`config.mk`:
```
export PLATFORM = sky130hd
export DESIGN_NAME = keccak_block_padder
export DESIGN_NICKNAME = d
export VERILOG_FILES = /design/src/rtl/keccak_block_padder.sv
export SDC_FILE = /design/constraint.sdc
export NUM_CORES = 1
export LEC_CHECK = 0
export CORE_AREA = 2 2 242 244
export CTS_BUF_LIST = sky130_fd_sc_hd__clkbuf_2 sky130_fd_sc_hd__clkbuf_4 sky130_fd_sc_hd__clkbuf_8
export DETAILED_ROUTE_END_ITERATION = 16
export DIE_AREA = 0 0 244 246
export GPL_ROUTABILITY_DRIVEN = 0
export PLACE_DENSITY = 0.8
export SYNTH_ARGS = -nofsm -noshare
export SYNTH_HDL_FRONTEND = slang
export SYNTH_SLANG_ARGS = --single-unit
```
`constraint.sdc`:
```
create_clock -name clk -period 18.3 [get_ports clk]
set_clock_uncertainty 0.1 [all_clocks]
set_input_delay 1.83 -clock clk [delete_from_list [all_inputs] [get_ports clk]]
set_output_delay 1.83 -clock clk [all_outputs]
set_load 0.05 [all_outputs]
```
`src/rtl/keccak_block_padder.sv`:
```
// Packs 32-bit message words into 576-bit Keccak rate blocks, applies pad10*1
// byte padding to the final block and holds each block until the engine acks it.
module keccak_block_padder #(
  parameter int unsigned WORDS = 18,
  parameter int unsigned CW    = 5
) (
  input  logic                  clk,
  input  logic                  reset,
  input  logic [31:0]           in,
  input  logic                  in_ready,
  input  logic                  is_last,
  input  logic [1:0]            byte_num,
  output logic                  buffer_full,
  output logic [32*WORDS-1:0]   out,
  output logic                  out_ready,
  input  logic                  f_ack
);

  typedef enum logic [1:0] {StAccum, StPad, StFull, StDone} state_e;

  localparam logic [CW-1:0] LastSlot = CW'(WORDS - 1);

  state_e          state_q;
  logic [CW-1:0]   count_q;
  logic            done_q;
  logic [31:0]     final_bit;
  logic [31:0]     last_word;

  always_comb begin
    // Closing 1 of pad10*1 lands in the word that fills the last slot.
    final_bit = (count_q == LastSlot) ? 32'h0000_0080 : 32'h0;
    last_word = 32'h0;
    unique case (byte_num)
      2'd0: last_word = 32'h0100_0000;
      2'd1: last_word = {in[31:24], 24'h01_0000};
      2'd2: last_word = {in[31:16], 16'h0100};
      2'd3: last_word = {in[31:8], 8'h01};
      default: last_word = 32'h0;
    endcase
    last_word = last_word | final_bit;
  end

  assign buffer_full = (state_q != StAccum) | out_ready;

  always_ff @(posedge clk or posedge reset) begin
    if (reset) begin
      state_q   <= StAccum;
      count_q   <= '0;
      done_q    <= 1'b0;
      out       <= '0;
      out_ready <= 1'b0;
    end else begin
      unique case (state_q)
        StAccum: begin
          if (in_ready && !buffer_full) begin
            out     <= {out[32*WORDS-33:0], (is_last ? last_word : in)};
            count_q <= count_q + CW'(1);
            if (is_last) begin
              done_q <= 1'b1;
            end
            if (count_q == LastSlot) begin
              state_q   <= StFull;
              out_ready <= 1'b1;
            end else if (is_last) begin
              state_q <= StPad;
            end
          end
        end
        StPad: begin
          out     <= {out[32*WORDS-33:0], final_bit};
          count_q <= count_q + CW'(1);
          if (count_q == LastSlot) begin
            state_q   <= StFull;
            out_ready <= 1'b1;
          end
        end
        StFull: begin
          if (f_ack) begin
            count_q   <= '0;
            out_ready <= 1'b0;
            state_q   <= done_q ? StDone : StAccum;
          end
        end
        StDone: begin
        end
        default: state_q <= StAccum;
      endcase
    end
  end

endmodule

```
==> results.tsv, run 1 <==
stage	metric	value	unit
status	status	completed	
worst_setup_path	crit_arrival	6330	ps
logic_synthesis	synth_warnings	0	
sta	setup_tns	0	ps
logic_synthesis	synth_largest_area_cell	dfrtp_1	
routing	wl	58400	um
routing	num_vias	13500	
die	rows	88	
placement	post-dp-hpwl	41100	um
job	max_cap_viol_count	0	
logic_synthesis	synthTopCellsByArea	dfrtp_1, mux2_4, buf_12	
sta	max_freq	170	MHz
logic_synthesis	syn_inst	1310	
worst_setup_path	ff2ff_setup_slack	13250	ps
sta	period_needed	5880	ps
die	die_area	60000	um2
finish	nNetsFinal	2012	
finish	n_antenna_cell	0	
routing	firstDrtPassIters	4	
clocking	clk_path_buf_depth	3	
die	ios	617	
worst_setup_path	worst-path-max-fanout	147	
die	design.core.area	57400	um2
global_routing	grt_overflow_total	0	
worst_setup_path	critPathCaptureType	register	
sta	period_share	32.1	%
logic_synthesis	synth_cell_types	30	
clocking	cts_buffers	96	
global_routing	grt_antenna_before_repair	1	
global_routing	grt_pass1_vias	14200	
global_routing	grt_pass1_wl	88100	um
worst_hold_path	hp-class	reg2reg	
clocking	cts_tree	built	
global_routing	grt_usage	18.8	%
routing	ant_nets	0	
clocking	cts_setup_buffers	0	
clocking	clock_latency	680	ps
clocking	cts_hold_buffers	0	
logic_synthesis	synth-seq-area-share	59.6	%
logic_synthesis	synth_top_area_share	59.6	%
die	fp.dieW	244	um
placement	port_buffers	616	
routing	via_per_inst	4.83	
sta	rsz0062_at_grt	no	
sta	finalHoldViolations	0	
clocking	cts_resized	0	
finish	drive_gt1_share	35.8	%
logic_synthesis	syn_avg_cell_area	18.8	um2
global_routing	grt_start_max_net_pins	148	
routing	wl_per_cell	20.8	um
clocking	cts.clk_slew.worst_paths	60	ps
die	fp.dieH	246	um
sta	setup_viol	0	
logic_synthesis	ys_seq_elements	585	
worst_setup_path	critPathKind	in2reg	
sta	max_slew_margin	22.9	%
finish	syn2layout_area_growth	32.9	%
sta	slew_viol_final	0	
clocking	root_buffer	clkbuf_8	
clocking	cts.htree.levels	3	
routing	drt-initial-drc-count	576	
logic_synthesis	synth_area	24600	um2
clocking	clock_sinks	585	
worst_setup_path	start_kind	primary input	
routing	drcViolationCount	0	
worst_setup_path	cp_data_required_time	18750	ps
sta	max_slew.worst_pin.slew	1160	ps
logic_synthesis	synth_nets	1355	
sta	whs	389	ps
die	start_util	42.8	%
-- cell families (layout without fill, tap and decap cells) --
family / after synthesis / count (layout) / share of synthesized area, %
buffers and inverters: 76 / 803 / 4.96
DFF: 585 / 585 / 59.6
AOI/OAI and AO/OA: 53 / 53 / 1.55
adders and majority gates: 6 / 6 / 0.305
and+or+nand+nor: 42 / 42 / 0.845
muxes: 548 / 548 / 32.8
-- state kept, by name, summed over array words and instances, names as in the netlist --
register,count
done_q,1
out_ready,1
count_q,5
out,576
state_q,2
-- through the flow --
stage          cell area [um2]  util, %  worst slack (ps)  cells
2_1_floorplan            24600        -             0.395   1310
3_3_place_gp             30600     53.4             11920   2634
3_5_place_dp             30600     53.4             11820   2634
4_1_cts                  32700     57.0             12580   2802
5_1_grt                  32700     57.0             12310   2802
6_report                 32700     57.0             12420   2802
-- synthesized netlist by cell type --
master,instances
dfrtp_1,585
o31ai_1,4
a221oi_1,1
nand2b_4,1
nand2_1,23
buf_2,8
mux2i_1,2
nand3_1,3
a21oi_1,4
clkbuf_1,2
mux2_2,43
nand2b_1,4
o21ai_0,15
inv_1,7
a31oi_1,2
mux2_4,503
a221o_1,1
and2_1,1
and4bb_2,1
a22oi_1,1
ha_1,6
nor2b_1,3
a211o_1,1
nor2_1,4
buf_12,55
a22o_1,23
o21bai_1,1
nor4bb_1,1
buf_6,4
nor3_1,1
-- cells in the final DEF, fill, tap and decap left out, drive strengths merged, types with 2 or more instances in the layout --
| cell type | n |
|---|---|
| nand2 | 23 |
| nor2b | 3 |
| inv | 11 |
| nand3 | 3 |
| clkbuf | 150 |
| clkdlybuf4s50 | 616 |
| a21oi | 4 |
| buf | 12 |
| ha | 6 |
| a31oi | 2 |
| nor2 | 4 |
| o21ai | 15 |
| a22o | 23 |
| o31ai | 4 |
| clkinv | 12 |
| mux2 | 546 |
| dfrtp | 585 |
| mux2i | 2 |
| nand2b | 5 |
-- worst max-delay path, cell delays in order --
cell and delay [ps]:
clkdlybuf4s50_1 480, nand2b_4 120, mux2_8 650, buf_4 880
buf_4 890, buf_12 790, mux2_4 360
-- cell type report --
cell class                 count  area (um2)
inverter                       7        33.8
sequential                   585       14600
clock buffer                 150        1880
tap                          765         957
clock inverter                18         158
timing repair buffer         628        6280
fill                        4323       24700
multi-input combinational    649        8730
-- worst paths after layout --
path / startpoint / end / cells past startpoint
setup / recovery: in_ready / out[529]$_DFFE_PP0P_ / 7
hold / removal: out[249]$_DFFE_PP0P_ / out[281]$_DFFE_PP0P_ / 1
setup reg to reg: state_q[1]$_DFFE_PP0P_ / out[529]$_DFFE_PP0P_ / 7
hold reg to reg: out[249]$_DFFE_PP0P_ / out[281]$_DFFE_PP0P_ / 1
max in group asynchronous: reset / out[519]$_DFFE_PP0P_ / 4
min in group asynchronous: reset / out[288]$_DFFE_PP0P_ / 2
-- per-layer routing --
metal  track usage [%]  part of all wire (%)  wire (um)  vias up
met5                 0                     0          0        -
met4              8.12                   3.4       1970        0
met3              5.44                   6.6       3870      107
met2              30.9                    49      28700      481
met1              23.3                    41      23900     6974
li1                  -                     -          -     5978
Power of run 1 is not shown: default switching activity piles up to over one toggle a cycle in this logic, so the estimate is an artifact.
==> run 2: changes to the inputs <==
clock period = 4.8 ns   (was 18.3 ns; I/O delays follow)
==> results.tsv, run 2 (synthesis results as in run 1) <==
stage	metric	value	unit	change
global_routing	grt_start_max_net_pins	154		was 148
placement	port_buffers	616		unchanged
worst_hold_path	hp-class	in2async		was reg2reg
clocking	cts_tree	built		unchanged
worst_setup_path	worst-path-buf-inv	2		was 4
clocking	cts_setup_buffers	0		unchanged
clocking	clk_path_buf_depth	3		unchanged
finish	nFillCells	4291		was 4323
finish	multi_input_area	8730	um2	unchanged
die	die_area	60000	um2	unchanged
finish	utilization	57.6	%	was 57.0%
routing	wl_per_cell	20.9	um	was 20.8 um
clocking	clock_sinks	585		unchanged
sta	period_needed	3040	ps	
global_routing	grt_usage	19.2	%	was 18.8%
routing	via_per_inst	4.81		was 4.83
global_routing	grt_pass1_wl	89400	um	was 88100 um
clocking	cts.clk_slew.worst_paths	60	ps	about the same
worst_setup_path	critPathCaptureType	primary output		was register
job	max_cap_viol_count	0		unchanged
sta	setup_viol	0		unchanged
worst_setup_path	crit_arrival	2460	ps	was 6330 ps
clocking	clock_latency	690	ps	was 680 ps
worst_setup_path	reg2reg_depth	5		was 7
finish	final_cell_mix	clkdlybuf4s50_1, dfrtp_1, mux2_4, clkbuf_8, mux2_2		unchanged
routing	drt-initial-drc-count	547		was 576
finish	ff_latch_area	14600	um2	unchanged
clocking	cts.htree.levels	3		unchanged
finish	regMostFlops	out		unchanged
status	status	completed		unchanged
sta	finalHoldViolations	0		unchanged
placement	post-dp-hpwl	41800	um	was 41100 um
sta	slew_viol_final	0		unchanged
clocking	cts_buffers	97		was 96
routing	wl	58900	um	was 58400 um
die	ios	617		unchanged
worst_setup_path	cp_slowest_cell	clkdlybuf4s50_1		was buf_4
routing	firstDrtPassIters	4		unchanged
clocking	root_buffer	clkbuf_8		unchanged
die	fp.dieH	246	um	unchanged
worst_setup_path	cpLargestDelayFamily	buffers and inverters		unchanged
clocking	cts_hold_buffers	0		unchanged
worst_setup_path	worstPathCellList	inv_1 -> ha_1 -> nand2b_1 -> clkdlybuf4s50_1		was clkdlybuf4s50_1 -> nand2b_4 -> mux2_8 -> buf_4 -> buf_4 -> buf_12 -> mux2_4
sta	period_share	63.4	%	
worst_setup_path	cp_data_required_time	4220	ps	was 18750 ps
finish	n_antenna_cell	0		unchanged
sta	max_slew.worst_pin.slew	966	ps	was 1160 ps
routing	drcViolationCount	0		unchanged
worst_setup_path	worst-path-max-fanout	8		was 147
finish	nNetsFinal	2024		was 2012
finish	largest_reg_flops	576		unchanged
global_routing	grt_overflow_total	0		unchanged
worst_setup_path	critPathKind	reg2out		was in2reg
die	fp.dieW	244	um	unchanged
worst_setup_path	ff2ff_setup_slack	1880	ps	was 13250 ps
finish	final_common_cell	clkdlybuf4s50_1		unchanged
sta	whs	135	ps	was 389 ps
die	design.core.area	57400	um2	unchanged
clocking	cts_resized	0		unchanged
finish	reg_top3	out x576, count_q x5, state_q x2		unchanged
sta	max_slew_margin	35.6	%	was 22.9%
worst_setup_path	r2r_start	state_q[1]$_DFFE_PP0P_		unchanged
sta	max_freq	329	MHz	
worst_setup_path	slowest_delay	820	ps	was 890 ps
finish	drive_gt1_share	36.4	%	was 35.8%
routing	ant_nets	0		unchanged
sta	rsz0062_at_grt	no		unchanged
routing	num_vias	13600		was 13.5k
worst_setup_path	start_kind	register		was primary input
die	start_util	42.8	%	unchanged
die	rows	88		unchanged
finish	syn2layout_area_growth	34.3	%	was 32.9%
global_routing	grt_antenna_before_repair	0		was 1
worst_setup_path	timing.rr.end	out[235]$_DFFE_PP0P_		was out[529]$_DFFE_PP0P_
global_routing	grt_pass1_vias	14200		about the same
-- run 2: cell types whose count changed in the layout (fill, tap and decap cells not counted), sizes merged --
cell / change
buf: +11
clkbuf: +4
bufinv: +3
clkinv: +2
inv: -2
clkinvlp: +1
-- run 2: how the worst max path moves through the flow --
stage	startpoint	to	cells past startpoint
6_report	state_q[1]$_DFFE_PP0P_	buffer_full	4
5_1_grt	state_q[0]$_DFFE_PP0P_	buffer_full	4
4_1_cts	state_q[0]$_DFFE_PP0P_	buffer_full	4
3_5_place_dp	in_ready	out[235]$_DFFE_PP0P_	5
3_3_place_gp	in_ready	out[551]$_DFFE_PP0P_	5
2_1_floorplan	reset	count_q[0]$_DFFE_PP0P_	1
-- run 2: metal layers --
layer | wire length (um) | GRT usage, %
met5 | 0 | 0
met4 | 1900 | 8.05
met3 | 3900 | 5.56
met2 | 28500 | 30.9
met1 | 24600 | 24.2
-- run 2: cell type report --
type | count | share of cell area (%)
Sequential cell | 585 | 44.3
Inverter | 7 | 0.0909
Timing Repair Buffer | 639 | 19.6
Tap cell | 765 | 2.90
Clock buffer | 154 | 5.87
Multi-Input combinational cell | 649 | 26.4
Clock inverter | 22 | 0.781
-- run 2: per-stage QoR --
step           worst slack [ps]  cells  area, um2  setup TNS, ps
3_3_place_gp               1790   2645      30800              0
5_1_grt                    1640   2821      33000              0
6_report                   1760   2821      33000              0
4_1_cts                    1700   2821      33000              0
3_5_place_dp               1750   2645      30800              0
2_1_floorplan             -3750   1310      24600       -2195750
Power of run 2 is left out for the same reason.
==> run 3: changes to the inputs <==
CORE_AREA = 2 2 243 245   (was 2 2 242 244)
DIE_AREA = 0 0 245 247   (was 0 0 244 246)
PLACE_DENSITY = 0.77   (was 0.8)
clock period = 3.1 ns   (was 4.8 ns; I/O delays follow)
==> results.tsv, run 3 (synthesis results as in run 1) <==
stage	metric	value	unit	change
sta	setup_tns	0	ps	unchanged
finish	nNetsFinal	2046		was 2024
worst_hold_path	hp-class	in2reg		was in2async
worst_setup_path	cp_slowest_cell	clkdlybuf4s50_1		unchanged
die	fp.dieW	245	um	was 244 um
global_routing	grt_pass1_vias	14200		about the same
global_routing	grt_pass1_wl	88500	um	was 89400 um
routing	wl	58700	um	was 58900 um
routing	firstDrtPassIters	4		unchanged
finish	n_antenna_cell	0		unchanged
worst_setup_path	cp_data_required_time	2690	ps	was 4220 ps
clocking	cts_tree	built		unchanged
clocking	cts_buffers	99		was 97
finish	nFillCells	4424		was 4291
die	die_area	60500	um2	was 60000 um2
sta	worst_slack	199	ps	was 1760 ps
sta	max_slew.worst_pin.slew	731	ps	was 966 ps
worst_setup_path	slowest_delay	840	ps	was 820 ps
finish	regMostFlops	out		unchanged
finish	ff_latch_area	14600	um2	unchanged
finish	multi_input_area	8730	um2	unchanged
sta	period_needed	2900	ps	
global_routing	grt_antenna_before_repair	0		unchanged
die	rows	89		was 88
clocking	cts_hold_buffers	1		was 0
clocking	clock_latency	670	ps	was 690 ps
clocking	cts.htree.levels	3		unchanged
job	max_cap_viol_count	0		unchanged
die	design.core.area	58200	um2	was 57400 um2
sta	whs	109	ps	was 135 ps
finish	drive_gt1_share	37.0	%	was 36.4%
global_routing	grt_usage	19.0	%	was 19.2%
routing	via_per_inst	4.78		was 4.81
routing	drt-initial-drc-count	559		was 547
placement	port_buffers	616		unchanged
routing	num_vias	13600		about the same
clocking	clk_path_buf_depth	3		unchanged
finish	syn2layout_area_growth	35.3	%	was 34.3%
die	ios	617		unchanged
clocking	cts.clk_slew.worst_paths	60	ps	about the same
die	start_util	42.2	%	was 42.8%
global_routing	grt_start_max_net_pins	92		was 154
finish	reg_top3	out x576, count_q x5, state_q x2		unchanged
finish	utilization	57.1	%	was 57.6%
worst_setup_path	critPathCaptureType	primary output		unchanged
worst_setup_path	critPathKind	reg2out		unchanged
finish	largest_reg_flops	576		unchanged
finish	final_common_cell	clkdlybuf4s50_1		unchanged
sta	period_share	93.6	%	
worst_setup_path	crit_arrival	2490	ps	was 2460 ps
sta	finalHoldViolations	0		unchanged
sta	rsz0062_at_grt	no		unchanged
routing	wl_per_cell	20.6	um	was 20.9 um
finish	final_cell_mix	clkdlybuf4s50_1, dfrtp_1, mux2_4, clkbuf_8, mux2_2		unchanged
global_routing	grt_overflow_total	0		unchanged
clocking	cts_setup_buffers	0		unchanged
placement	post-dp-hpwl	42700	um	was 41800 um
clocking	clock_sinks	585		unchanged
sta	slew_viol_final	0		unchanged
worst_setup_path	start_kind	register		unchanged
worst_setup_path	worst-path-max-fanout	8		unchanged
status	status	completed		unchanged
routing	drcViolationCount	0		unchanged
sta	max_slew_margin	51.1	%	was 35.6%
routing	ant_nets	0		unchanged
die	fp.dieH	247	um	was 246 um
clocking	cts_resized	0		unchanged
sta	max_freq	345	MHz	
worst_setup_path	worstPathCellList	inv_1 -> ha_1 -> nand2b_1 -> clkdlybuf4s50_1		unchanged
placement	place_ws	550	ps	was 1750 ps
sta	setup_viol	0		unchanged
clocking	root_buffer	clkbuf_8		unchanged
==> run 3: layer usage <==
metal / vias to the layer above / GRT usage [%] / routed length (um) / part of all wire (%)
met2: 463 / 30.8 / 28700 / 49
li1: 6067 / - / - / -
met4: 0 / 8.25 / 1990 / 3.4
met3: 111 / 5.57 / 3880 / 6.6
met1: 6989 / 23.5 / 24200 / 41
met5: - / 0 / 0 / 0
==> run 3: final timing paths <==
path | cells past startpoint | slack, ps | endpoint | start
hold / removal | 3 | 110 | out[2]$_DFFE_PP0P_ | in[2]
min in group asynchronous | 3 | 520 | out[184]$_DFFE_PP0P_ | reset
setup reg to reg | 5 | 500 | out[64]$_DFFE_PP0P_ | state_q[0]$_DFFE_PP0P_
hold reg to reg | 1 | 380 | count_q[4]$_DFFE_PP0P_ | count_q[4]$_DFFE_PP0P_
setup / recovery | 4 | 200 | buffer_full | state_q[1]$_DFFE_PP0P_
max in group asynchronous | 5 | 1390 | out[304]$_DFFE_PP0P_ | reset
==> run 3: stage by stage <==
stage	cell area, um2	std cells
global placement	31100	2672
floorplan	24600	1310
global route	33300	2852
CTS	33300	2852
finish	33300	2852
detailed placement	31100	2672
==> run 3: layout make-up <==
type / count / share of cell area, %
tap: 773 / 2.91
clock buffer: 165 / 6.17
inverter: 7 / 0.0903
clock inverter: 14 / 0.425
timing repair buffer: 659 / 20.2
multi-input combinational: 649 / 26.2
sequential: 585 / 44.0
==> run 3: worst max-delay path, delay by kind of cell, from the launching register on <==
family / cells / cell delay, ps
buffers and inverters: 2 / 930
adder cells (fa/ha/maj): 1 / 310
AND/OR/NAND/NOR: 1 / 190
flip-flops: 1 / 400
Power of run 3 is left out for the same reason.
